==> src/rtl/multdiv_wb_scheduler_if.sv <==
// Bundle of the issue, mult/div unit, pipeline writeback and register-file
// write port signals seen by the mult/div writeback scheduler.
interface multdiv_wb_scheduler_if;
    // Issue from execute.
    logic        issue_valid;
    logic        issue_is_div;
    logic [4:0]  issue_rd;
    logic        issue_ready;
    // Mult/div unit.
    logic        md_start_mult;
    logic        md_start_div;
    logic        md_ready;
    logic        md_exception;
    logic [31:0] md_result;
    // In-order pipeline writeback.
    logic        pipe_we;
    logic [4:0]  pipe_rd;
    logic [31:0] pipe_data;
    logic        wb_stall;
    // Decode-stage hazard scoreboard.
    logic        busy_valid;
    logic [4:0]  busy_rd;
    // Register-file write port.
    logic        ctrl_writeEnable;
    logic [4:0]  ctrl_writeReg;
    logic [31:0] ctrl_writeData;

    // Environment side: drives requests, observes the port.
    modport master (
        output issue_valid, issue_is_div, issue_rd,
        input  issue_ready,
        input  md_start_mult, md_start_div,
        output md_ready, md_exception, md_result,
        output pipe_we, pipe_rd, pipe_data,
        input  wb_stall, busy_valid, busy_rd,
        input  ctrl_writeEnable, ctrl_writeReg, ctrl_writeData
    );

    // Scheduler side.
    modport slave (
        input  issue_valid, issue_is_div, issue_rd,
        output issue_ready,
        output md_start_mult, md_start_div,
        input  md_ready, md_exception, md_result,
        input  pipe_we, pipe_rd, pipe_data,
        output wb_stall, busy_valid, busy_rd,
        output ctrl_writeEnable, ctrl_writeReg, ctrl_writeData
    );
endinterface

==> src/rtl/multdiv_wb_scheduler.sv <==
// Sequences the multi-cycle mult/div unit and arbitrates the single
// register-file write port between pipeline writeback and mult/div results,
// with a 1-entry deferred-result buffer, WAW kill and starvation override.
module multdiv_wb_scheduler #(
    parameter int unsigned RSTATUS      = 30,
    parameter int unsigned MULT_EXC     = 4,
    parameter int unsigned DIV_EXC      = 5,
    parameter int unsigned STARVE_LIMIT = 3
) (
    input  logic                    clock,
    input  logic                    reset,
    multdiv_wb_scheduler_if.slave   bus
);

    localparam int unsigned REG_W  = 5;
    localparam int unsigned DATA_W = 32;
    localparam int unsigned CNT_W  = $clog2(STARVE_LIMIT + 1);

    typedef enum logic [1:0] {IDLE, LAUNCH, BUSY, PEND} state_e;

    state_e              state_q,     state_d;
    logic [REG_W-1:0]    rd_q,        rd_d;
    logic                is_div_q,    is_div_d;
    logic                kill_q,      kill_d;
    logic                busy_q,      busy_d;
    logic [CNT_W-1:0]    starve_q,    starve_d;
    logic [REG_W-1:0]    buf_reg_q,   buf_reg_d;
    logic [DATA_W-1:0]   buf_data_q,  buf_data_d;
    logic                buf_exc_q,   buf_exc_d;

    logic                pipe_grant;
    logic                res_we;
    logic [REG_W-1:0]    res_reg;
    logic [DATA_W-1:0]   res_data;
    logic                res_exc;
    logic [REG_W-1:0]    md_reg;
    logic [DATA_W-1:0]   md_data;
    logic                port_we;
    logic [REG_W-1:0]    port_reg;
    logic [DATA_W-1:0]   port_data;
    logic                stall;
    logic                start_mult;
    logic                start_div;

    // Exception results overwrite the status register with a fixed code.
    always_comb begin
        md_reg  = bus.md_exception ? REG_W'(RSTATUS) : rd_q;
        md_data = bus.md_result;
        if (bus.md_exception) begin
            md_data = is_div_q ? DATA_W'(DIV_EXC) : DATA_W'(MULT_EXC);
        end
    end

    // State and datapath registers.
    always_ff @(posedge clock) begin
        if (!reset) begin
            state_q    <= IDLE;
            rd_q       <= '0;
            is_div_q   <= 1'b0;
            kill_q     <= 1'b0;
            busy_q     <= 1'b0;
            starve_q   <= '0;
            buf_reg_q  <= '0;
            buf_data_q <= '0;
            buf_exc_q  <= 1'b0;
        end else begin
            state_q    <= state_d;
            rd_q       <= rd_d;
            is_div_q   <= is_div_d;
            kill_q     <= kill_d;
            busy_q     <= busy_d;
            starve_q   <= starve_d;
            buf_reg_q  <= buf_reg_d;
            buf_data_q <= buf_data_d;
            buf_exc_q  <= buf_exc_d;
        end
    end

    // Next-state, port arbitration and unit start pulses.
    always_comb begin
        state_d    = state_q;
        rd_d       = rd_q;
        is_div_d   = is_div_q;
        kill_d     = kill_q;
        busy_d     = busy_q;
        starve_d   = starve_q;
        buf_reg_d  = buf_reg_q;
        buf_data_d = buf_data_q;
        buf_exc_d  = buf_exc_q;
        pipe_grant = 1'b0;
        res_we     = 1'b0;
        res_reg    = '0;
        res_data   = '0;
        res_exc    = 1'b0;
        stall      = 1'b0;
        start_mult = 1'b0;
        start_div  = 1'b0;

        unique case (state_q)
            IDLE: begin
                pipe_grant = bus.pipe_we;
                if (bus.issue_valid) begin
                    rd_d     = bus.issue_rd;
                    is_div_d = bus.issue_is_div;
                    kill_d   = 1'b0;
                    busy_d   = 1'b1;
                    state_d  = LAUNCH;
                end
            end
            LAUNCH: begin
                pipe_grant = bus.pipe_we;
                start_mult = !is_div_q;
                start_div  = is_div_q;
                state_d    = BUSY;
            end
            BUSY: begin
                pipe_grant = bus.pipe_we;
                if (bus.md_ready) begin
                    if (bus.pipe_we) begin
                        buf_reg_d  = md_reg;
                        buf_data_d = md_data;
                        buf_exc_d  = bus.md_exception;
                        starve_d   = CNT_W'(1);
                        state_d    = PEND;
                    end else begin
                        res_we   = 1'b1;
                        res_reg  = md_reg;
                        res_data = md_data;
                        res_exc  = bus.md_exception;
                        state_d  = IDLE;
                    end
                end
            end
            PEND: begin
                if (starve_q == CNT_W'(STARVE_LIMIT)) begin
                    stall = 1'b1;
                end
                if (stall || !bus.pipe_we) begin
                    res_we   = 1'b1;
                    res_reg  = buf_reg_q;
                    res_data = buf_data_q;
                    res_exc  = buf_exc_q;
                    state_d  = IDLE;
                end else begin
                    pipe_grant = 1'b1;
                    starve_d   = starve_q + CNT_W'(1);
                end
            end
            default: state_d = IDLE;
        endcase

        // A younger pipeline write to the same destination makes the result stale.
        if (state_q != IDLE && pipe_grant && bus.pipe_rd == rd_q) begin
            kill_d = 1'b1;
        end

        // Result written or discarded: release the scoreboard entry.
        if (res_we) begin
            busy_d   = 1'b0;
            rd_d     = '0;
            kill_d   = 1'b0;
            starve_d = '0;
        end
    end

    // Write-port mux; stale results and r0 targets leave the port idle.
    always_comb begin
        port_we   = 1'b0;
        port_reg  = '0;
        port_data = '0;
        if (res_we) begin
            if (res_reg != '0 && !(kill_q && !res_exc)) begin
                port_we   = 1'b1;
                port_reg  = res_reg;
                port_data = res_data;
            end
        end else if (pipe_grant && bus.pipe_rd != '0) begin
            port_we   = 1'b1;
            port_reg  = bus.pipe_rd;
            port_data = bus.pipe_data;
        end
    end

    assign bus.issue_ready      = (state_q == IDLE);
    assign bus.md_start_mult    = start_mult;
    assign bus.md_start_div     = start_div;
    assign bus.wb_stall         = stall;
    assign bus.busy_valid       = busy_q;
    assign bus.busy_rd          = rd_q;
    assign bus.ctrl_writeEnable = port_we;
    assign bus.ctrl_writeReg    = port_reg;
    assign bus.ctrl_writeData   = port_data;

endmodule

==> src/flat_wrapper.sv <==
// flat-port wrapper written by rule: the top's interface ports become plain ports
module multdiv_wb_scheduler_flat 
#(
    parameter int unsigned RSTATUS      = 30,
    parameter int unsigned MULT_EXC     = 4,
    parameter int unsigned DIV_EXC      = 5,
    parameter int unsigned STARVE_LIMIT = 3
)
  (clock, reset, bus_issue_valid, bus_issue_is_div, bus_issue_rd, bus_issue_ready, bus_md_start_mult, bus_md_start_div, bus_md_ready, bus_md_exception, bus_md_result, bus_pipe_we, bus_pipe_rd, bus_pipe_data, bus_wb_stall, bus_busy_valid, bus_busy_rd, bus_ctrl_writeEnable, bus_ctrl_writeReg, bus_ctrl_writeData);
  multdiv_wb_scheduler_if bus_i ();
  input  logic clock;
  input  logic reset;
  input wire logic [$bits(bus_i.issue_valid)-1:0] bus_issue_valid;
  input wire logic [$bits(bus_i.issue_is_div)-1:0] bus_issue_is_div;
  input wire logic [$bits(bus_i.issue_rd)-1:0] bus_issue_rd;
  output wire logic [$bits(bus_i.issue_ready)-1:0] bus_issue_ready;
  output wire logic [$bits(bus_i.md_start_mult)-1:0] bus_md_start_mult;
  output wire logic [$bits(bus_i.md_start_div)-1:0] bus_md_start_div;
  input wire logic [$bits(bus_i.md_ready)-1:0] bus_md_ready;
  input wire logic [$bits(bus_i.md_exception)-1:0] bus_md_exception;
  input wire logic [$bits(bus_i.md_result)-1:0] bus_md_result;
  input wire logic [$bits(bus_i.pipe_we)-1:0] bus_pipe_we;
  input wire logic [$bits(bus_i.pipe_rd)-1:0] bus_pipe_rd;
  input wire logic [$bits(bus_i.pipe_data)-1:0] bus_pipe_data;
  output wire logic [$bits(bus_i.wb_stall)-1:0] bus_wb_stall;
  output wire logic [$bits(bus_i.busy_valid)-1:0] bus_busy_valid;
  output wire logic [$bits(bus_i.busy_rd)-1:0] bus_busy_rd;
  output wire logic [$bits(bus_i.ctrl_writeEnable)-1:0] bus_ctrl_writeEnable;
  output wire logic [$bits(bus_i.ctrl_writeReg)-1:0] bus_ctrl_writeReg;
  output wire logic [$bits(bus_i.ctrl_writeData)-1:0] bus_ctrl_writeData;
  assign bus_i.issue_valid = bus_issue_valid;
  assign bus_i.issue_is_div = bus_issue_is_div;
  assign bus_i.issue_rd = bus_issue_rd;
  assign bus_issue_ready = bus_i.issue_ready;
  assign bus_md_start_mult = bus_i.md_start_mult;
  assign bus_md_start_div = bus_i.md_start_div;
  assign bus_i.md_ready = bus_md_ready;
  assign bus_i.md_exception = bus_md_exception;
  assign bus_i.md_result = bus_md_result;
  assign bus_i.pipe_we = bus_pipe_we;
  assign bus_i.pipe_rd = bus_pipe_rd;
  assign bus_i.pipe_data = bus_pipe_data;
  assign bus_wb_stall = bus_i.wb_stall;
  assign bus_busy_valid = bus_i.busy_valid;
  assign bus_busy_rd = bus_i.busy_rd;
  assign bus_ctrl_writeEnable = bus_i.ctrl_writeEnable;
  assign bus_ctrl_writeReg = bus_i.ctrl_writeReg;
  assign bus_ctrl_writeData = bus_i.ctrl_writeData;
  multdiv_wb_scheduler #(.RSTATUS(RSTATUS), .MULT_EXC(MULT_EXC), .DIV_EXC(DIV_EXC), .STARVE_LIMIT(STARVE_LIMIT)) u_core (.clock(clock), .reset(reset), .bus(bus_i));
endmodule
==> config.mk <==
export PLATFORM = sky130hd
export DESIGN_NAME = multdiv_wb_scheduler_flat
export DESIGN_NICKNAME = d
export VERILOG_FILES = /design/src/rtl/multdiv_wb_scheduler_if.sv /design/src/rtl/multdiv_wb_scheduler.sv /design/src/flat_wrapper.sv
export SDC_FILE = /design/constraint.sdc
export NUM_CORES = 1
export LEC_CHECK = 0
export BUFFER_PORTS_ARGS = -buffer_cell sky130_fd_sc_hd__buf_4
export CAP_MARGIN = 20
export CORE_MARGIN = 2
export CORE_UTILIZATION = 34
export DETAILED_ROUTE_END_ITERATION = 8
export PLACE_DENSITY = 0.67
export SYNTH_ARGS = -nofsm -noshare
export SYNTH_HDL_FRONTEND = slang
export SYNTH_SLANG_ARGS = --single-unit
==> constraint.sdc <==
create_clock -name clock -period 1.75 [get_ports clock]
set_input_delay 0.0875 -clock clock [delete_from_list [all_inputs] [get_ports clock]]
set_output_delay 0.0875 -clock clock [all_outputs]
set_load 0.02 [all_outputs]
==> results.json, run 1 <==
{
  "n_fill_cell": 729,
  "crit_fanout": 7,
  "p_clk_share_pct": 32.7,
  "cts_max_level": 2,
  "cp_common_cell": "buf_6",
  "drv_slew": 0,
  "syn_inst": 423,
  "vias": 3582,
  "core_area_mm2": 0.00881,
  "final_cell_count_no_fill": 677,
  "die_area_mm2": 0.00993,
  "netlist_area_mm2": 0.00311,
  "ant_nets": 0,
  "hold_viol_final": 0,
  "drtIter0Drc": 224,
  "die_h_um": 99.7,
  "arrival_ns": 2.18,
  "regToRegSetupSlack_ns": -0.16,
  "cts_root_buf": "clkbuf_8",
  "p_sw_share_pct": 28.3,
  "vias_per_cell": 5.29,
  "rr_worst_depth": 8,
  "fmax_mhz": 440,
  "violations": "negative setup slack",
  "clock_latency_ns": 0.31,
  "cts_inserted_buffers": 5,
  "p_comb_share_pct": 29.2,
  "avgSynthCellArea_um2": 7.36,
  "antenna_found_initial": 0,
  "rr_endpoint": "u_core.starve_q[0]",
  "dp.cells": 652,
  "routabilityCongestion": 0.805,
  "clkTransAtPathRegs_ns": 0.09,
  "die_w_um": 99.7,
  "synth_edf_count": 0,
  "yosysWarningCount": 0,
  "rows": 34,
  "syn-num-nets": 505,
  "layout_common_cells": "127 x buf_4, 120 x nand2_1, 48 x dfxtp_1",
  "p_sw_uw": 881,
  "wire_per_inst_um": 16.3,
  "hpwl_um": 6940,
  "synth.distinct_cells": 41,
  "syn_to_final_growth_pct": 73.5,
  "p_int_mw": 2.23,
  "p_seq_share_pct": 38.2,
  "ys_ff_latch": 50,
  "fin_crit_sh_pct": 130,
  "synthFlopType": "dfxtp_1",
  "cp-start-kind": "flip-flop",
  "endpoint_kind": "primary output",
  "critPathMaxStageDelay_ns": 0.37,
  "nets": 650,
  "seq_area_mm2": 0.00100,
  "rsz0062_at_grt": "true",
  "hold_class": "primary input to flip-flop",
  "slew_headroom_pct": 73.7,
  "cts_sinks": 50,
  "maxCapViolCount": 0,
  "power_density_mw_per_mm2": 576,
  "start_util_pct": 35.3,
  "drive_above_1_share_pct": 43.6,
  "slowest_stage": "dfxtp_2",
  "required_ns": 1.66,
  "skew_ns": 0.00391,
  "multi_input_area_mm2": 0.00245,
  "worstSetupPathType": "flip-flop to primary output",
  "grt_pass1_vias": 3451,
  "ctsLongestPathBuffers": 2,
  "min_delay_worst_endpoint": "u_core.bus.busy_rd[2]",
  "tightestPinTransition_ns": 0.391,
  "startpoint": "u_core.starve_q[1]",
  "ir_drop_mv": 0.349,
  "holdPathStages": 3,
  "worstHoldStart": "bus_issue_rd[2]",
  "grt_max_degree": 41,
  "seq_area_frac_synth_pct": 32.2,
  "portBuffers": 128,
  "grt_pass1_wl_um": 17000,
  "setup_viol": 48,
  "dr.pass1.iters": 4,
  "status": "finished, violations left",
  "track_usage_pct": 21.1,
  "async_flop_share_pct": 0,
  "layout_min_cycle_time_ns": 2.27,
  "cp_cell_sequence": "ha_4 -> and2b_2 -> nor2_4 -> buf_6 -> buf_6 -> buf_12 -> a22oi_2 -> o31ai_2 -> buf_4",
  "wirelength_um": 11000,
  "antennaDiodeCount": 0,
  "worst_slack_ns": -0.522,
  "cts_tree": "yes",
  "io_pins": 129,
  "fin_setup_tns_ns": -18.91,
  "grt-ovfl-total": 0,
  "drc": 0,
  "final_common_cell": "buf_4",
  "reg2reg_from": "u_core.starve_q[0]",
  "p_leak_nw": 2.05
}
worst max path at each step:
stage                             end  depth (start not counted)  slack [ns]
6_report        bus_ctrl_writeData[1]                          9       -0.52
5_1_grt         bus_ctrl_writeData[1]                          9       -0.56
4_1_cts        bus_ctrl_writeData[21]                          9       -0.46
3_5_place_dp    bus_ctrl_writeData[1]                          7       -0.16
3_3_place_gp    bus_ctrl_writeData[1]                          7       -0.11
2_1_floorplan   bus_ctrl_writeData[0]                          6       -0.08
synth_stat cells (all sizes together) (2+ instances only):
library cell,count,share of area [%]
o21ai,5,0.80
inv,6,0.72
xor2,2,0.56
nand4,3,0.60
nand2,120,14
o31ai,33,8.0
a22oi,33,8.0
nor2,16,2.0
o21a,4,0.97
and2,2,0.40
clkbuf,20,2.4
a221oi,3,1.2
a21boi,34,8.2
o21bai,2,0.48
a21oi,12,1.9
buf,18,3.5
nor3,6,0.97
dfxtp,50,32
nor3b,6,1.4
nor2b,32,6.4
what timing repair did:
| action | CTS | global route |
|---|---|---|
| gates resized for setup | 44 | 40 |
| pin swaps | 13 | 18 |
| endpoints found under the setup margin | 48 | 43 |
| hold buffers | 0 | 0 |
| cloned | 6 | 2 |
| buffers inserted | 8 | 2 |
state kept, by name, indices dropped and copies added, names as in the netlist:
name                   cells
u_core.starve_q            2
u_core.buf_reg_q           5
u_core.bus.busy_valid      1
u_core.kill_q              1
u_core.bus.busy_rd         5
u_core.state_q             2
u_core.buf_exc_q           1
u_core.is_div_q            1
u_core.buf_data_q         32
power groups by stage:
stage / Combinational (mW) / Clock (mW) / Sequential [mW]
floorplan: 0.395 / 0 / 1.23
global placement: 0.760 / 0 / 1.21
detailed placement: 0.772 / 0 / 1.21
CTS: 0.846 / 1.03 / 1.19
global route: 0.966 / 1.07 / 1.19
finish: 0.907 / 1.02 / 1.19
routing by layer:
metal / routed length [um] / vias up / global-route usage, %
li1: - / 1771 / -
met1: 4810 / 1688 / 27.5
met2: 5480 / 113 / 37.0
met3: 546 / 10 / 2.81
met4: 165 / 0 / 4.95
met5: 0 / - / 0
metrics by stage:
| step | area [um^2] | utilization, % | hold slack, ns | setup slack (ns) | power (mW) |
|---|---|---|---|---|---|
| finish | 5400 | 61.3 | 0.0188 | -0.522 | 3.11 |
| global route | 5400 | 61.3 | 0.0212 | -0.560 | 3.23 |
| CTS | 5150 | 58.4 | 0.0119 | -0.464 | 3.06 |
| detailed placement | 4620 | 52.5 | 0.345 | -0.162 | 1.98 |
| global placement | 4620 | 52.5 | 0.339 | -0.113 | 1.97 |
| floorplan | 3390 | - | 0.224 | -0.0753 | 1.62 |
cell families (layout without fill, tap and decap cells):
family	count (synthesis)	count (layout)	share of synthesized area, %
muxes	1	1	0.362
and+or+nand+nor	193	194	28.5
adders and majority gates	1	1	0.402
xor gates and xnor gates	3	3	0.845
buffers and inverters	44	189	6.59
DFF	50	50	32.2
AOI/OAI and AO/OA	131	131	31.1
cell type report:
class	instances	share of cell area, %
Multi-Input combinational cell	330	45.3
Timing Repair Buffer	175	30.5
Sequential cell	50	18.6
Tap cell	108	2.50
Clock buffer	6	1.53
Clock inverter	2	1.11
Inverter	6	0.417
critical path: cells and delay by family, from the launching register on:
| kind | cells | cell delay (ns) |
|---|---|---|
| AND/OR/NAND/NOR | 2 | 0.41 |
| flip-flops | 1 | 0.37 |
| buffers and inverters | 4 | 0.57 |
| adder cells (fa/ha/maj) | 1 | 0.13 |
| AO/OA/AOI/OAI | 2 | 0.38 |
Power figures use the tool's default switching activity.
==> inputs of run 2 (changes only) <==
--- a/config.mk
+++ b/config.mk
@@ -7,6 +7,7 @@
 export LEC_CHECK = 0
 export BUFFER_PORTS_ARGS = -buffer_cell sky130_fd_sc_hd__buf_4
 export CAP_MARGIN = 20
+export CORE_ASPECT_RATIO = 1.1
 export CORE_MARGIN = 2
 export CORE_UTILIZATION = 34
 export DETAILED_ROUTE_END_ITERATION = 8
==> run 2 against run 1 <==
  * The flow still finishes with violations (negative setup slack)
  * Wire length is 6.2% lower
  * Cell area is 4.9% lower
  * Critical path depth is 1 lower
  * Core utilization is 3.4 points lower
  * Sequential cell count stayed put
  * Die area hardly changed
  * Total power is 13% lower
  * Final cell count is 0.59% higher
  * Via count is 1.2% lower
  * Register-to-register slack better by 0.21 ns
  * Clock skew is 0.0012 ns lower
  * Non-clock buffer count stayed put
==> results.json, run 2 (synthesized netlist as in run 1, its figures left out) <==
{
  "status": "finished, violations left",
  "violations": "negative setup slack",
  "rr_endpoint": "u_core.starve_q[0]",
  "routabilityCongestion": 0.795,
  "cts_tree": "yes",
  "maxCapViolCount": 0,
  "cts_root_buf": "clkbuf_8",
  "dr.pass1.iters": 4,
  "drtIter0Drc": 121,
  "pre_cts_ws_ns": -0.220,
  "ir_drop_mv": 0.385,
  "layout_min_cycle_time_ns": 2.15,
  "clock_latency_ns": 0.29,
  "final_common_cell": "buf_4",
  "grt_max_degree": 41,
  "cp_common_cell": "buf_6",
  "drive_above_1_share_pct": 40.9,
  "crit_fanout": 13,
  "drv_slew": 0,
  "drc": 0,
  "hold_class": "primary input to flip-flop",
  "required_ns": 1.66,
  "worst_slack_ns": -0.395,
  "skew_ns": 0.00273,
  "core_area_mm2": 0.00887,
  "rows": 36,
  "layout_common_cells": "136 x buf_4, 118 x nand2_1, 48 x dfxtp_1",
  "power_density_mw_per_mm2": 527,
  "grt-ovfl-total": 0,
  "vias_per_cell": 5.20,
  "cts_inserted_buffers": 5,
  "grt_pass1_wl_um": 16800,
  "final_cell_count_no_fill": 681,
  "rr_worst_depth": 6,
  "track_usage_pct": 20.9,
  "clkTransAtPathRegs_ns": 0.09,
  "regMostFlops": "u_core.buf_data_q",
  "rsz0062_at_grt": "true",
  "worstHoldStart": "bus_issue_rd[4]",
  "syn_to_final_growth_pct": 65.1,
  "fmax_mhz": 466,
  "slew_headroom_pct": 75.9,
  "ant_nets": 0,
  "die_h_um": 104,
  "antenna_found_initial": 0,
  "die_w_um": 95.2,
  "cts_sinks": 50,
  "die_area_mm2": 0.00993,
  "setup_viol": 38,
  "critPathMaxStageDelay_ns": 0.36,
  "antennaDiodeCount": 0,
  "cts_max_level": 2,
  "slowest_stage": "dfxtp_2",
  "hpwl_um": 7130,
  "largest_reg_flops": 32,
  "reg2reg_from": "u_core.starve_q[0]",
  "min_delay_worst_endpoint": "u_core.bus.busy_rd[4]",
  "hold_viol_final": 0,
  "io_pins": 129,
  "ctsLongestPathBuffers": 2,
  "cp-start-kind": "flip-flop",
  "wire_per_inst_um": 15.2,
  "worstSetupPathType": "flip-flop to primary output",
  "holdBufCountCts": 0,
  "tightestPinTransition_ns": 0.359,
  "start_util_pct": 35.1,
  "nets": 649,
  "wirelength_um": 10300,
  "regToRegSetupSlack_ns": 0.05,
  "endpoint_kind": "primary output",
  "arrival_ns": 2.06,
  "p_leak_nw": 2.00,
  "portBuffers": 128,
  "cp_cell_sequence": "ha_4 -> and2b_2 -> nor2_4 -> a22oi_2 -> buf_6 -> buf_12 -> o31ai_4 -> buf_6",
  "holdPathStages": 3,
  "dp.cells": 662,
  "vias": 3540,
  "fin_crit_sh_pct": 123,
  "grt_pass1_vias": 3432
}
==> run 2: cell count changes in the layout (fill, tap and decap cells not counted), sizes merged <==
cell    before  now
bufinv       2    0
clkbuf       8    7
buf        173  174
or3b         2    1
bufbuf       0    1
==> run 2: worst max-delay path: cells and delay by family (launching register included) <==
kind | cells | cell delay, ns
buffers and inverters | 3 | 0.45
and+or+nand+nor | 2 | 0.42
AOI/OAI and AO/OA | 2 | 0.38
DFF | 1 | 0.36
adders and majority gates | 1 | 0.14
==> run 2: what timing repair did <==
action,4_1_cts,5_1_grt
cloned,3,0
setup endpoints to repair,48,39
buffers inserted,7,2
pin swaps,7,1
gates resized for setup,46,6
==> run 2: final cells by class <==
class | count | area [um^2]
Fill cell | 799 | 3740
Multi-Input combinational cell | 329 | 2290
Timing Repair Buffer | 175 | 1600
Sequential cell | 50 | 1000
Tap cell | 114 | 143
Clock buffer | 7 | 76.3
Inverter | 6 | 22.5
==> run 2: layer usage <==
layer / global-route usage (%) / part of all wire (%) / vias up
met1: 26.5 / 42 / 1654
li1: - / - / 1766
met4: 5.38 / 1.3 / 0
met5: 0 / 0 / -
met2: 36.4 / 51 / 110
met3: 3.26 / 6.0 / 10
==> run 2: through the flow <==
stage | instance area (um^2) | util, % | power (mW) | TNS (ns) | hold WS (ns)
global placement | 4680 | 52.8 | 1.99 | -4.04 | 0.342
CTS | 5090 | 57.3 | 2.72 | -14.45 | 0.0268
global route | 5140 | 57.9 | 2.84 | -17.59 | 0.0234
finish | 5140 | 57.9 | 2.71 | -13.81 | 0.0340
detailed placement | 4680 | 52.8 | 2.00 | -6.39 | 0.350
floorplan | 3390 | - | 1.62 | -1.08 | 0.224
==> run 2: power by group <==
part	internal [mW]	switching [mW]	leakage, nW
clock	0.277	0.365	0.0383
combinational	0.447	0.430	1.55
sequential	1.17	0.0221	0.406
==> run 2: how the worst max path moves through the flow <==
| stage | end | cells past startpoint | startpoint | slack [ns] |
|---|---|---|---|---|
| floorplan | bus_ctrl_writeData[0] | 6 | u_core.starve_q[0] | -0.08 |
| global route | bus_ctrl_writeData[23] | 7 | u_core.starve_q[0] | -0.49 |
| global placement | bus_ctrl_writeData[27] | 7 | u_core.starve_q[0] | -0.16 |
| finish | bus_ctrl_writeData[26] | 8 | u_core.starve_q[0] | -0.40 |
| detailed placement | bus_ctrl_writeData[27] | 7 | u_core.starve_q[0] | -0.22 |
| CTS | bus_ctrl_writeData[6] | 8 | u_core.starve_q[0] | -0.41 |
